`config.mk`:
```
export PLATFORM = sky130hd
export DESIGN_NAME = mask_loader
export DESIGN_NICKNAME = d
export VERILOG_FILES = /design/src/rtl/mask_loader.sv
export SDC_FILE = /design/constraint.sdc
export NUM_CORES = 1
export LEC_CHECK = 0
export BUFFER_PORTS_ARGS = -buffer_cell sky130_fd_sc_hd__buf_2
export CORE_UTILIZATION = 52
export CTS_CLUSTER_DIAMETER = 30
export DETAILED_ROUTE_END_ITERATION = 8
export GPL_TIMING_DRIVEN = 0
export PLACE_DENSITY = 0.88
export RECOVER_POWER = 100
export SYNTH_ARGS = -nofsm -noshare
export SYNTH_HDL_FRONTEND = slang
export SYNTH_SLANG_ARGS = --single-unit
```
`constraint.sdc`:
```
create_clock -name clk -period 5.07 [get_ports clk]
set_clock_uncertainty 0.05 [all_clocks]
set_input_delay 0.2535 -clock clk [delete_from_list [all_inputs] [get_ports clk]]
set_output_delay 0.2535 -clock clk [all_outputs]
set_load 0.01 [all_outputs]
```
`src/rtl/mask_loader.sv`:
```
// ============================================================================
// mask_loader : streams bytes into the mask register file, or clears it, and
//               reports the mask weight (popcount of the valid mask bits).
// Revision    : 1.0
// ============================================================================
`default_nettype none

module mask_loader #(
    parameter  int MAX_N       = 9,
    parameter  int INPUT_SIZE  = 8,
    localparam int MASK_BITS   = MAX_N * MAX_N,
    localparam int MEM_SIZE    = (MASK_BITS + INPUT_SIZE - 1) / 8,
    localparam int ADDR_BITS   = (MEM_SIZE > 1) ? $clog2(MEM_SIZE) : 1,
    localparam int LAST_BITS   = MASK_BITS - (MEM_SIZE - 1) * INPUT_SIZE,
    localparam int WEIGHT_BITS = $clog2(MASK_BITS + 1)
) (
    input  logic                   clk,
    input  logic                   rst_n,
    input  logic                   start_load,
    input  logic                   start_clear,
    input  logic                   abort,
    input  logic [INPUT_SIZE-1:0]  in_data,
    input  logic                   in_valid,
    output logic                   in_ready,
    output logic [ADDR_BITS-1:0]   mr_addr,
    output logic                   mr_w_en,
    output logic [INPUT_SIZE-1:0]  mr_in,
    output logic [WEIGHT_BITS-1:0] weight,
    output logic                   weight_valid,
    output logic                   busy,
    output logic                   done
);

    localparam logic [ADDR_BITS-1:0] LAST_ADDR = ADDR_BITS'(MEM_SIZE - 1);

    // Keeps only the LAST_BITS valid bits of the final word.
    localparam int LAST_MASK_INT = (LAST_BITS >= INPUT_SIZE) ? -1 : ((1 << LAST_BITS) - 1);
    localparam logic [INPUT_SIZE-1:0] LAST_MASK = INPUT_SIZE'(LAST_MASK_INT);

    typedef enum logic [1:0] {
        S_IDLE  = 2'd0,
        S_LOAD  = 2'd1,
        S_CLEAR = 2'd2,
        S_DONE  = 2'd3
    } state_t;

    state_t                 state;
    state_t                 state_next;
    logic [ADDR_BITS-1:0]   cnt;
    logic [WEIGHT_BITS-1:0] acc;
    logic                   at_last;
    logic                   handshake;

    function automatic logic [WEIGHT_BITS-1:0] popcount(input logic [INPUT_SIZE-1:0] b);
        logic [WEIGHT_BITS-1:0] n;
        n = '0;
        for (int i = 0; i < INPUT_SIZE; i++) begin
            n = n + WEIGHT_BITS'(b[i]);
        end
        return n;
    endfunction

    assign at_last   = (cnt == LAST_ADDR);
    assign handshake = in_valid && in_ready;
    assign done      = (state == S_DONE);
    assign busy      = (state != S_IDLE);

    always_comb begin
        state_next = state;
        in_ready   = 1'b0;
        mr_w_en    = 1'b0;
        mr_addr    = '0;
        mr_in      = '0;
        case (state)
            S_IDLE: begin
                if (start_clear) begin
                    state_next = S_CLEAR;
                end else if (start_load) begin
                    state_next = S_LOAD;
                end
            end
            S_LOAD: begin
                mr_addr = cnt;
                if (abort) begin
                    state_next = S_IDLE;
                end else begin
                    in_ready = 1'b1;
                    if (in_valid) begin
                        mr_w_en = 1'b1;
                        mr_in   = at_last ? (in_data & LAST_MASK) : in_data;
                        if (at_last) begin
                            state_next = S_DONE;
                        end
                    end
                end
            end
            S_CLEAR: begin
                mr_addr = cnt;
                if (abort) begin
                    state_next = S_IDLE;
                end else begin
                    mr_w_en = 1'b1;
                    if (at_last) begin
                        state_next = S_DONE;
                    end
                end
            end
            S_DONE: begin
                state_next = S_IDLE;
            end
            default: begin
                state_next = S_IDLE;
            end
        endcase
    end

    always_ff @(posedge clk or negedge rst_n) begin
        if (!rst_n) begin
            state <= S_IDLE;
        end else begin
            state <= state_next;
        end
    end

    // cnt holds at the last address: the state machine leaves before it could wrap.
    always_ff @(posedge clk or negedge rst_n) begin
        if (!rst_n) begin
            cnt          <= '0;
            acc          <= '0;
            weight       <= '0;
            weight_valid <= 1'b0;
        end else begin
            case (state)
                S_IDLE: begin
                    if (start_clear || start_load) begin
                        cnt          <= '0;
                        acc          <= '0;
                        weight_valid <= 1'b0;
                    end
                end
                S_LOAD: begin
                    if (handshake) begin
                        acc <= acc + popcount(mr_in);
                        if (!at_last) begin
                            cnt <= cnt + 1'b1;
                        end
                    end
                end
                S_CLEAR: begin
                    if (!abort && !at_last) begin
                        cnt <= cnt + 1'b1;
                    end
                end
                S_DONE: begin
                    weight       <= acc;
                    weight_valid <= 1'b1;
                end
                default: begin
                    cnt <= '0;
                end
            endcase
        end
    end

endmodule

`default_nettype wire

```
# After elaboration in Yosys (flattened, before gate mapping)
# Index checks and enable logic that the tools add are counted.
# word_totals
ff_bits,21
input_bits,14
output_inout_bits,24
wordCells,66
# classes
n_addsub,9
muxes,27
n_eq_ne,10
reduce_logical,15
# ops
operator,n
2-to-1 mux 8 bit,4
2-to-1 mux 4 bit,5
2-to-1 mux 7 bit,2
case mux 7 bit (2 select lines),1
2-to-1 mux 2 bit,6
case mux 4 bit (3 select lines),1
inequality test 2 bit (second input constant),4
case mux 2 bit (4 select lines),1
adder 6 x 1 -> 7 bit,1
adder 7 x 1 -> 7 bit,1
adder 7 bit,1
adder 5 x 1 -> 6 bit,1
inequality test 3 bit (second input constant),2
nonzero test 2 bit,3
adder 4 x 1 -> 5 bit,1
2-to-1 mux 1 bit,5
AND reduction 5 bit,1
adder 3 x 1 -> 4 bit,1
adder 4 x 1 -> 4 bit (second input constant),1
equality test 2 bit (second input constant),2
equality test 4 bit (second input constant),1
case mux 1 bit (2 select lines),2
AND reduction 2 bit,2
adder 2 x 1 -> 3 bit,1
other kinds (9),11

# Logic depth before layout (Yosys ltp)
# logic_depth
ltp_word,15
mapped_depth,18
ltp_nobuf,16

# Least setup slack after synthesis
# OpenSTA, ideal clock, no wires.
# synth_path
path_type,register to register
startpoint,register state[1]
endpoint,register acc[6]
setup_time_ns,0.084
stages_incl_launch_ff,19
t_arrival_ns,4.579
slack_ns,0.357
synth_period_minus_slack_ns,4.713
required_ns,4.936
cell_sequence,dfrtp_1 -> inv_1 -> ha_1 -> buf_6 -> nor2b_1 -> nand2_1 -> nor2_1 -> clkbuf_1 -> nand2_1 -> fa_1 -> fa_1 -> fa_1 -> fa_1 -> inv_1 -> fa_1 -> a21o_1 -> a21oi_1 -> or4_1 -> a21boi_0
# synth_between
elab_cells_between_ends,19
classes_between,add/sub (8); eq/ne (3); mux (4); reduce/logical (4)
# synth_rtl
item,line_no,rtl
"start, declared",47,state_t state;
"start signal, assigned",121,state <= state_next;
equality test 2 x 1 -> 1 bit,74,case (state)
2-to-1 mux 1 bit,74,
net in_ready,24,"output logic in_ready,"
logical AND 1 bit,64,assign handshake = in_valid && in_ready;
inequality test 2 bit (no line),--,
AND reduction 3 bit (no line),--,
"end signal, assigned",143,acc <= acc + popcount(mr_in);
"end, declared",50,logic [WEIGHT_BITS-1:0] acc;
# The timed path passes the listed nets, and every way through them passes these cells. The select of a mux whose other input is x is not followed.
# A chain may end at the register's enable or synchronous reset.

# Worst setup path in the final report
# layout_path
startpoint,register state[1]
endpoint,register acc[6]
# layout_between
elab_chain_len,12
elab_cells_between_ends,19
classes_between,add/sub (8); eq/ne (3); mux (4); reduce/logical (4)
# layout_rtl
item,line_no,rtl
equality test 2 x 1 -> 1 bit,"74, 133",
2-to-1 mux 8 bit,74,
adder 1 x 1 -> 2 bit,58,n = n + WEIGHT_BITS'(b[i]);
adder 2 x 1 -> 3 bit,58,
adder 3 x 1 -> 4 bit,58,
adder 4 x 1 -> 5 bit,58,
adder 5 x 1 -> 6 bit,58,
adder 6 x 1 -> 7 bit,58,
adder 7 x 1 -> 7 bit,58,
adder 7 bit,143,
2-to-1 mux 7 bit,142,if (handshake) begin
case mux 7 bit (2 select lines),133,case (state)
# Parallel ways exist; a longest one is shown, timed or not. The select of a mux whose other input is x is not followed.

==> results.sh <==
export IMPL_seq_area_frac_synth_pct=35.41
export IMPL_clk_pin_slew_ns=0.13
export IMPL_wl_per_cell_um=13.81
export IMPL_cts_tree="yes"
export IMPL_drtAntennaViolNets=0
export IMPL_grt_pass1_wl_um=5209
export IMPL_setup_slack_ns=0.2936
export IMPL_dr_first_iter_drc_count=39
export IMPL_clockRootBuffer="clkbuf_4"
export IMPL_final_common_cell="dfrtp_1"
export IMPL_finalHoldViolations=0
export IMPL_post_route_util_pct=63.52
export IMPL_grt_pass1_vias=1295
export IMPL_insertion_delay_ns=0.31
export IMPL_fin_crit_ns=4.776
export IMPL_place_congestion=0.8954
export IMPL_timing_final_crit_share_pct=94.21
export IMPL_relSlewSlack_pct=24.69
export IMPL_powerDensity_nw_per_um2=373.9
export IMPL_diodes=0
export IMPL_cts_sinks=21
export IMPL_layout_common_cells="dfrtp_1, clkbuf_1, buf_2"
export IMPL_grt_max_degree=22
export IMPL_tightest_slew_ns=1.130
export IMPL_hp_class="in -> reg"
export IMPL_core_um2=2734
export IMPL_vias=1289
export IMPL_worstPathArrival_ns=4.97
export IMPL_die_h_um=55.42
export IMPL_drc=0
export IMPL_slowest_stage="fa_1"
export IMPL_numCtsBuffers=3
export IMPL_numPortBuffers=37
export IMPL_drt_wl_total_um=3079
export IMPL_dp_hpwl_um=2535
export IMPL_path_cells="inv_1 -> ha_1 -> buf_6 -> nor2b_2 -> nand2_1 -> nor2_4 -> clkbuf_4 -> nand2_1 -> fa_1 -> fa_1 -> fa_1 -> fa_1 -> inv_1 -> fa_1 -> a21o_1 -> a21oi_1 -> or4_1 -> a21boi_0"
export IMPL_status="completed"
export IMPL_dp_slack_ns=-0.06011
export IMPL_synth_area_leaders="dfrtp_1, ha_1, fa_1"
export IMPL_drv_slew=0
export IMPL_drive_gt1_share_pct=18.23
export IMPL_yosys_area_top_type="dfrtp_1"
export IMPL_dieWidth_um=55.42
export IMPL_io_pin_count=38
export IMPL_synth_area_per_cell_um2=9.893
export IMPL_htreeDepth=1
export IMPL_post_cts_buffers=0
export IMPL_crit_path_frequent_cell="fa_1"
export IMPL_start_kind="flip-flop"
export IMPL_clock_path_buffers=2
export IMPL_setup_violations=0
export IMPL_path_max_fanout=10
export IMPL_rows=19
export IMPL_grt_usage_pct=21.27
export IMPL_syn_area_um2=1484
export IMPL_area_delta_synth_final_pct=17.03
export IMPL_die_area_um2=3071
export IMPL_grt_overflow=0
export IMPL_final_instance_count_excl_fill=223
export IMPL_yosysWarnings=0
export IMPL_syn_nets=182
export IMPL_synth_cell_type_count=39
export IMPL_maxCapViolCount=0
export IMPL_routed_via_density=5.780
export IMPL_syn_inst=150
export IMPL_stdcell_area_um2=1737
export IMPL_max_stage_delay_ns=0.52
export IMPL_antenna_found_initial=0
export IMPL_required_ns=5.26
export IMPL_post_dp_cell_area_um2=1708
export IMPL_max_vdd_ir_drop_uv=309.0
export IMPL_hold_ws_ns=0.2528
export IMPL_synth_seq_cells=21
export IMPL_rsz0062_at_grt="no"
export IMPL_end_kind="flip-flop"
export IMPL_initial_core_util_pct=54.28
export IMPL_dp_cells=218
export IMPL_crit_type="reg -> reg"
export IMPL_p_leak_uw=0.0008888
export IMPL_dr_pass1_iters=4
export IMPL_synth_top_area_share_pct=35.41
export IMPL_timing_fmax_mhz=209.4
export IMPL_fin_nets=225
## metal layers
layer  wire [um]  part of all wire, %  vias up  global-route usage [%]
li1            -                    -      602                       -
met1        1176                   38      642                   22.02
met2        1724                   56       39                   42.00
met3         129                  4.2        6                   2.576
met4          48                  1.6        0                   9.286
met5           0                    0        -                       0
## synth_stat cells
cell	n
dfrtp_1	21
nand2_1	16
ha_1	13
and2_1	11
inv_1	11
mux2_2	8
nor2_1	8
o21ai_0	6
a21oi_1	5
fa_1	5
nand2b_1	5
mux2i_1	4
nor2b_1	4
o21a_1	3
a21boi_0	2
clkbuf_1	2
nand3_1	2
o31ai_1	2
or3_1	2
a2111o_1	1
a211o_1	1
a211oi_1	1
a21o_1	1
a221o_1	1
a22o_1	1
and4b_1	1
buf_6	1
mux2_1	1
nand3b_1	1
nor3_1	1
nor3b_1	1
nor4_1	1
o211ai_1	1
o31a_1	1
o32ai_1	1
o41ai_1	1
or2_4	1
or4_1	1
xor2_1	1
## cell families (layout without fill, tap and decap cells)
family	count (synthesis)	in the layout	synth area share, %
fa+ha+maj	18	18	17.71
compound gates	28	28	13.15
xor+xnor	1	1	0.5903
flops	21	21	35.41
simple gates	55	55	19.56
mux	13	13	9.528
buf+inv	14	56	4.047
## report_power, final
group	switching [uW]	leakage, uW	total (uW)	internal [uW]
clock network	56.2	0.0000139	86.3	30.1
registers	23.9	0.000288	216	193
logic	204	0.000587	347	143
total	284	0.000889	649	366
## flip-flops by register name (all words and copies together), names as in the netlist
name          count
acc               7
cnt               4
state             2
weight            7
weight_valid      1
## path summary, 6_finish.rpt
| kind | start | end | slack, ns | depth (start not counted) |
|---|---|---|---|---|
| max | state[1] | acc[6] | 0.29 | 18 |
| min | start_clear | state[0] | 0.25 | 3 |
| max reg2reg | state[1] | acc[6] | 0.29 | 18 |
| min reg2reg | weight[2] | weight[2] | 0.47 | 1 |
| max in group asynchronous | rst_n | weight[4] | 3.69 | 2 |
| min in group asynchronous | rst_n | weight[6] | 0.61 | 2 |
## critical path: cells and delay by family, from the launching register on
family / cells / cell delay, ns
buffers and inverters: 4 / 0.54
AOI/OAI and AO/OA: 3 / 0.40
DFF: 1 / 0.43
adders and majority gates: 6 / 2.22
and+or+nand+nor: 5 / 1.06
## stage by stage
step | total power, uW | setup TNS [ns]
finish | 649.4 | 0
CTS | 658.8 | 0
global route | 694.4 | 0
floorplan | 466.9 | 0
global placement | 544.9 | 0
detailed placement | 573.5 | -0.06011
## repair_timing
item / CTS / global route
setup endpoints to repair: 1 / 2
hold buffers: 1 / 0
gates resized for setup: 1 / 5
endpoints found under the hold margin: 21 / 0
## area by class of cell
| type | count | area, um2 |
|---|---|---|
| Fill cell | 231 | 997.2 |
| Multi-Input combinational cell | 115 | 905.9 |
| Sequential cell | 21 | 525.5 |
| Timing Repair Buffer | 38 | 172.7 |
| Inverter | 11 | 41.29 |
| Tap cell | 31 | 38.79 |
| Clock buffer | 3 | 22.52 |
| Buffer | 3 | 22.52 |
| Clock inverter | 1 | 7.507 |
Note: power is estimated with default switching activity, not from simulation.
